===== src/rtl/gray_step_ctrl_pkg.sv =====
// gray_ctrl_pkg: opcodes, FSM states and Gray helpers shared by the gray_step_ctrl slice
package gray_ctrl_pkg;
  localparam logic [1:0] OP_STEP  = 2'b00;
  localparam logic [1:0] OP_CLEAR = 2'b01;
  localparam logic [1:0] OP_SEEK  = 2'b10;
  localparam logic [1:0] OP_NOP   = 2'b11;
  localparam logic [2:0] GRAY_LAST  = 3'b100;
  localparam logic [2:0] GRAY_FIRST = 3'b000;
  typedef enum logic [2:0] {IDLE, STEP, CLEAR, SEEK, DONE} state_t;
  function automatic logic [2:0] gray_next(input logic [2:0] g);
    logic [2:0] b;
    b = {g[2], g[2] ^ g[1], g[2] ^ g[1] ^ g[0]};
    b = b + 3'd1;
    return b ^ (b >> 1);
  endfunction
endpackage


===== src/rtl/gray_step_ctrl_if.sv =====
// gray_step_ctrl_if: command handshake (CmdValid/CmdReady, CmdOp, CmdArg); master issues, slave accepts
interface gray_step_ctrl_if #(parameter int STEP_W = 8);
  logic              CmdValid;
  logic              CmdReady;
  logic [1:0]        CmdOp;
  logic [STEP_W-1:0] CmdArg;
  modport master(output CmdValid, CmdOp, CmdArg, input CmdReady);
  modport slave(input CmdValid, CmdOp, CmdArg, output CmdReady);
endinterface


===== src/rtl/gray_step_ctrl_wrap_cnt.sv =====
// gray_wrap_cnt: saturating wrap counter; ports Clk, Reset (async), inc, clr (wins over inc), cnt
module gray_wrap_cnt #(parameter int WRAP_W = 8) (
  input  logic              Clk,
  input  logic              Reset,
  input  logic              inc,
  input  logic              clr,
  output logic [WRAP_W-1:0] cnt
);
  always_ff @(posedge Clk or posedge Reset)
    if (Reset) cnt <= '0;
    else if (clr) cnt <= '0;
    else if (inc && cnt != '1) cnt <= cnt + WRAP_W'(1);
endmodule


===== src/rtl/gray_step_ctrl.sv =====
// gray_step_ctrl: STEP/CLEAR/SEEK sequencer for an external Gray counter; ports Clk, Reset, cmd (slave), GrayIn, OvfIn, CntEn, CntReset, Busy, Done, WrapCnt, OvfSeen
module gray_step_ctrl
  import gray_ctrl_pkg::*;
#(
  parameter int STEP_W = 8,
  parameter int WRAP_W = 8
) (
  input  logic              Clk,
  input  logic              Reset,
  gray_step_ctrl_if.slave   cmd,
  input  logic [2:0]        GrayIn,
  input  logic              OvfIn,
  output logic              CntEn,
  output logic              CntReset,
  output logic              Busy,
  output logic              Done,
  output logic [WRAP_W-1:0] WrapCnt,
  output logic              OvfSeen
);
  state_t            state, nxt;
  logic [STEP_W-1:0] remain;
  logic [2:0]        target;
  logic              acc;
  assign cmd.CmdReady = state == IDLE && !Reset;
  assign acc          = cmd.CmdValid && cmd.CmdReady;
  assign Done         = state == DONE;
  assign Busy         = state != IDLE;
  assign CntReset     = Reset | (state == CLEAR);
  // SEEK finishes on the edge whose enable lands on the target, so d enables give Done in cycle d+1
  always_comb begin
    nxt   = state;
    CntEn = 1'b0;
    case (state)
      IDLE:
        if (acc)
          nxt = cmd.CmdOp == OP_CLEAR ? CLEAR :
                cmd.CmdOp == OP_SEEK  ? (GrayIn == cmd.CmdArg[2:0] ? DONE : SEEK) :
                cmd.CmdOp == OP_STEP && cmd.CmdArg != '0 ? STEP : DONE;
      STEP: begin
        CntEn = 1'b1;
        if (remain == STEP_W'(1)) nxt = DONE;
      end
      CLEAR: nxt = DONE;
      SEEK: begin
        CntEn = GrayIn != target;
        if (GrayIn == target || gray_next(GrayIn) == target) nxt = DONE;
      end
      DONE: nxt = IDLE;
      default: nxt = IDLE;
    endcase
  end
  always_ff @(posedge Clk or posedge Reset)
    if (Reset) begin
      state   <= IDLE;
      remain  <= '0;
      target  <= GRAY_FIRST;
      OvfSeen <= 1'b0;
    end else begin
      state   <= nxt;
      OvfSeen <= OvfIn;
      if (acc) begin
        remain <= cmd.CmdArg;
        target <= cmd.CmdArg[2:0];
      end else if (state == STEP) remain <= remain - STEP_W'(1);
    end
  gray_wrap_cnt #(.WRAP_W(WRAP_W)) u_wrap (
    .Clk  (Clk),
    .Reset(Reset),
    .inc  (CntEn && GrayIn == GRAY_LAST),
    .clr  (state == CLEAR),
    .cnt  (WrapCnt)
  );
endmodule


===== src/flat_wrapper.sv =====
// flat-port wrapper written by rule: the top's interface ports become plain ports
module gray_step_ctrl_flat import gray_ctrl_pkg::*;
#(
  parameter int STEP_W = 8,
  parameter int WRAP_W = 8
)
  (Clk, Reset, GrayIn, OvfIn, CntEn, CntReset, Busy, Done, WrapCnt, OvfSeen, cmd_CmdValid, cmd_CmdOp, cmd_CmdArg, cmd_CmdReady);
  gray_step_ctrl_if #(.STEP_W(STEP_W)) cmd_i ();
  input  logic Clk;
  input  logic Reset;
  input  logic [2:0] GrayIn;
  input  logic OvfIn;
  output logic CntEn;
  output logic CntReset;
  output logic Busy;
  output logic Done;
  output logic [WRAP_W-1:0] WrapCnt;
  output logic OvfSeen;
  input wire logic [$bits(cmd_i.CmdValid)-1:0] cmd_CmdValid;
  input wire logic [$bits(cmd_i.CmdOp)-1:0] cmd_CmdOp;
  input wire logic [$bits(cmd_i.CmdArg)-1:0] cmd_CmdArg;
  output wire logic [$bits(cmd_i.CmdReady)-1:0] cmd_CmdReady;
  assign cmd_i.CmdValid = cmd_CmdValid;
  assign cmd_i.CmdOp = cmd_CmdOp;
  assign cmd_i.CmdArg = cmd_CmdArg;
  assign cmd_CmdReady = cmd_i.CmdReady;
  gray_step_ctrl #(.STEP_W(STEP_W), .WRAP_W(WRAP_W)) u_core (.Clk(Clk), .Reset(Reset), .cmd(cmd_i), .GrayIn(GrayIn), .OvfIn(OvfIn), .CntEn(CntEn), .CntReset(CntReset), .Busy(Busy), .Done(Done), .WrapCnt(WrapCnt), .OvfSeen(OvfSeen));
endmodule

===== config.mk =====
export PLATFORM = sky130hd
export DESIGN_NAME = gray_step_ctrl_flat
export DESIGN_NICKNAME = d
export VERILOG_FILES = /design/src/rtl/gray_step_ctrl_pkg.sv /design/src/rtl/gray_step_ctrl_if.sv /design/src/rtl/gray_step_ctrl_wrap_cnt.sv /design/src/rtl/gray_step_ctrl.sv /design/src/flat_wrapper.sv
export SDC_FILE = /design/constraint.sdc
export NUM_CORES = 1
export LEC_CHECK = 0
export ABC_AREA = 1
export CAP_MARGIN = 20
export CORE_ASPECT_RATIO = 1.1
export CORE_UTILIZATION = 45
export CTS_BUF_LIST = sky130_fd_sc_hd__clkbuf_8 sky130_fd_sc_hd__clkbuf_16
export DETAILED_ROUTE_END_ITERATION = 8
export PLACE_DENSITY = 0.7
export SETUP_SLACK_MARGIN = 0.2
export SLEW_MARGIN = 5
export SYNTH_ARGS = -nofsm -noshare
export SYNTH_HDL_FRONTEND = slang
export SYNTH_SLANG_ARGS = --single-unit

===== constraint.sdc =====
create_clock -name Clk -period 1.6 [get_ports Clk]
set_input_delay 0.4 -clock Clk [delete_from_list [all_inputs] [get_ports Clk]]
set_output_delay 0.4 -clock Clk [all_outputs]
set_load 0.01 [all_outputs]

==> flow_metrics.env <==
export IMPL_r2r_end="u_core.remain[5]$_DFFE_PP0P_"
export IMPL_worst_setup_path_type="flop to primary output"
export IMPL_timing_final_ws_setup_ps=-28.2
export IMPL_synthDominantAreaCellType="dfrtp_1"
export IMPL_timing_fmax_mhz=614
export IMPL_maxCapViolCount=0
export IMPL_wirelength_mm=4.41
export IMPL_wl_per_cell_um=12.5
export IMPL_timing_clock_skew_ps=2.81
export IMPL_gp_congestion=0.807
export IMPL_grtUsageTotal_pct=23.5
export IMPL_top_cell_types_by_occurrence_after_synthesis="nand2_1 (75), nand3_1 (28), inv_1 (26)"
export IMPL_critical_path_top_cell_by_count="buf_6"
export IMPL_antenna_diode_count=0
export IMPL_ir_worst_vdd_mv=0.730
export IMPL_power_per_cell_area_nw_per_um2=1350
export IMPL_nets=326
export IMPL_power_frac_clock_pct=10.7
export IMPL_power_share_sequential_pct=26.3
export IMPL_synth_top_area_share_pct=36.5
export IMPL_p_comb_share_pct=63.0
export IMPL_finalMaxSlewViolations=0
export IMPL_tritoncts="yes"
export IMPL_vias_per_cell=4.95
export IMPL_synth_enable_flop_cells=0
export IMPL_io_pin_count=31
export IMPL_initial_utilization_pct=47.3
export IMPL_timing_hold_worst_class="input pin to async pin"
export IMPL_status="finished with violations"
export IMPL_final_setup_violations=4
export IMPL_netlist_instances=226
export IMPL_final_layout_size_suffix_gt1_share_pct=35.7
export IMPL_max_slew_margin_rel_pct=78.4
export IMPL_avgSynthCellArea_um2=6.97
export IMPL_yosys_top_cells_area="dfrtp_1 (37%), nand2_1 (18%), nand3_1 (8.9%), inv_1 (6.2%), nor2_1 (4.3%)"
export IMPL_fin_total_pwr_mw=3.49
export IMPL_drt_pass1_iterations=4
export IMPL_switching_share_pct=42.6
export IMPL_leakagePower_nw=1.42
export IMPL_syn_num_nets=246
export IMPL_unrepaired_setup_endpoints_after_global_routing="yes"
export IMPL_critical_path_startpoint_type="flop"
export IMPL_netlist_area_um2=1580
export IMPL_async_flop_share_pct=100
export IMPL_detailroute_via_count=1748
export IMPL_syn_to_final_growth_pct=64.2
export IMPL_worstPathArrival_ps=1230
export IMPL_layout_filler_cells=268
export IMPL_first_global_vias=1588
export IMPL_ctsRootBufferMaster="clkbuf_8"
export IMPL_cts_reportedPaths_clkPinSlew_ps=90
export IMPL_required_ps=1200
export IMPL_grt_antenna_before_repair=0
export IMPL_yosysMostFrequentCell="nand2_1"
export IMPL_crit_path_end_kind="primary output"
export IMPL_synth_seq_cells=23
export IMPL_period_needed_ps=1630
export IMPL_worstReg2RegStart="u_core.state[2]$_DFFE_PP0P_"
export IMPL_portBuffers=30
export IMPL_netlist_cell_type_count=23
export IMPL_numPlacedInstances=330
export IMPL_clk_latency_worst_skew_pair_ps=270
export IMPL_detail_route_drc_violations=0
export IMPL_die_area_um2=3740
export IMPL_path_cells="buf_6, inv_8, nand3_4, buf_4, buf_6"
export IMPL_grt_overflow_total=0
export IMPL_tightestPinTransition_ps=322
export IMPL_die_y_um=64.1
export IMPL_clock_sink_count=23
export IMPL_ys_seq_area_share_pct=36.5
export IMPL_drt_iter0_markers=55
export IMPL_core_area_um2=3330
export IMPL_reg2reg_depth=9
export IMPL_worst_path_max_fanout=4
export IMPL_grt_max_degree=24
export IMPL_sw_power_mw=1.48
export IMPL_timing_hold_violations_final=0
export IMPL_htree_levels=1
export IMPL_critical_path_max_stage_delay_ps=410
export IMPL_placement_rows=22
export IMPL_timing_reg2reg_setup_slack_ps=0
export IMPL_layout_worst_path_cycle_share_pct=102
export IMPL_failed_checks="negative setup slack"
export IMPL_die_span_in_x_um=58.4
export IMPL_synthesis_yosys_warnings=0
export IMPL_critical_path_slowest_cell="dfrtp_1"
export IMPL_ys_flop_type="dfrtp_1"
export IMPL_instances_no_fill=353
export IMPL_cts_root_to_sink_buffers=2
export IMPL_ant_nets=0
export IMPL_wire_length_of_the_first_global_routing_pass_mm=6.73
export IMPL_place_detailed_hpwl_mm=2.83
export IMPL_cellInternalPower_mw=2.00
export IMPL_cts_inserted_buffers=3
kinds of logic (layout without fill, tap and decap cells):
kind of cell    after synthesis  after routing  share of synthesized area [%]
fa+ha+maj                     3              3                           2.38
flops                        23             23                           36.5
buf+inv                      34            113                           8.42
simple gates                144            144                           42.8
xor+xnor                      8              8                           4.45
compound gates               14             14                           5.40
power by group through the flow:
stage / clock, mW / combinational, mW / sequential (mW)
after floorplan: 0 / 0.925 / 0.903
after global placement: 0 / 1.57 / 0.907
after CTS: 0.381 / 1.80 / 0.896
after detailed placement: 0 / 1.61 / 0.909
after global routing: 0.408 / 2.39 / 0.932
final: 0.374 / 2.20 / 0.915
metrics by stage:
stage	instance area [um^2]	util (%)	hold WS, ps	setup slack [ps]	TNS (ps)
3_3_place_gp	2140	64.4	504	-631	-4480
4_1_cts	2390	71.8	387	-30.7	-51.2
6_report	2590	77.6	378	-28.2	-70.1
3_5_place_dp	2140	64.4	499	-639	-5100
2_1_floorplan	1590	-	276	224	0
5_1_grt	2590	77.6	415	-77.9	-794
area by class of cell:
class | count | area (um^2) | share of cell area [%]
multi-input combinational | 169 | 1090 | 42.0
timing repair buffer | 77 | 687 | 26.6
sequential | 23 | 576 | 22.3
inverter | 32 | 131 | 5.08
tap | 48 | 60.1 | 2.32
clock buffer | 3 | 41.3 | 1.60
clock inverter | 1 | 5.00 | 0.194
sequential cells by signal (all words and copies together) (netlist names):
| name | flops |
|---|---|
| u_core.state | 3 |
| u_core.target | 3 |
| u_core.OvfSeen | 1 |
| u_core.remain | 8 |
| u_core.u_wrap.cnt | 8 |
cell usage in the layout (no fill, tap or decap), types with 6 or more instances in the layout:
master            n
nand2_4          10
inv_2             6
nand3_2          12
dlygate4sd2_1    13
nand3_1          16
dfrtp_1          23
buf_4            32
clkdlybuf4s50_1  12
inv_1            24
nand4_1          10
nand2_1          65
nor2_1           14
buf_6            18
per-layer routing:
layer	wire length, um	vias to the layer above	global-route usage [%]
met1	1710	807	25.1
met3	134	9	2.43
met4	80	0	7.44
met2	2480	48	46.6
li1	-	884	-
met5	0	-	0
worst max-delay path, delay by kind of cell (launching register included):
| kind | cells | cell delay [ps] |
|---|---|---|
| buffers and inverters | 4 | 450 |
| and+or+nand+nor | 1 | 100 |
| DFF | 1 | 410 |
worst max-delay path by stage:
stage / startpoint / endpoint / slack [ps] / cells after the start
after global placement: GrayIn[1] / CntEn / -630 / 8
after floorplan: u_core.state[0]$_DFFE_PP0P_ / CntReset / 220 / 4
after detailed placement: GrayIn[1] / CntEn / -640 / 8
after global routing: u_core.state[2]$_DFFE_PP0P_ / cmd_CmdReady / -80 / 5
final: u_core.state[2]$_DFFE_PP0P_ / Busy / -30 / 5
after CTS: u_core.target[2]$_DFFE_PP0P_ / CntEn / -30 / 5
repair_timing:
action	CTS	global route
buffers inserted	13	5
setup endpoints to repair	36	27
pin swaps	15	23
endpoints found under the hold margin	0	0
resized for setup	67	41
hold buffers	0	0
gates cloned	0	1
Power figures use the tool's default switching activity.
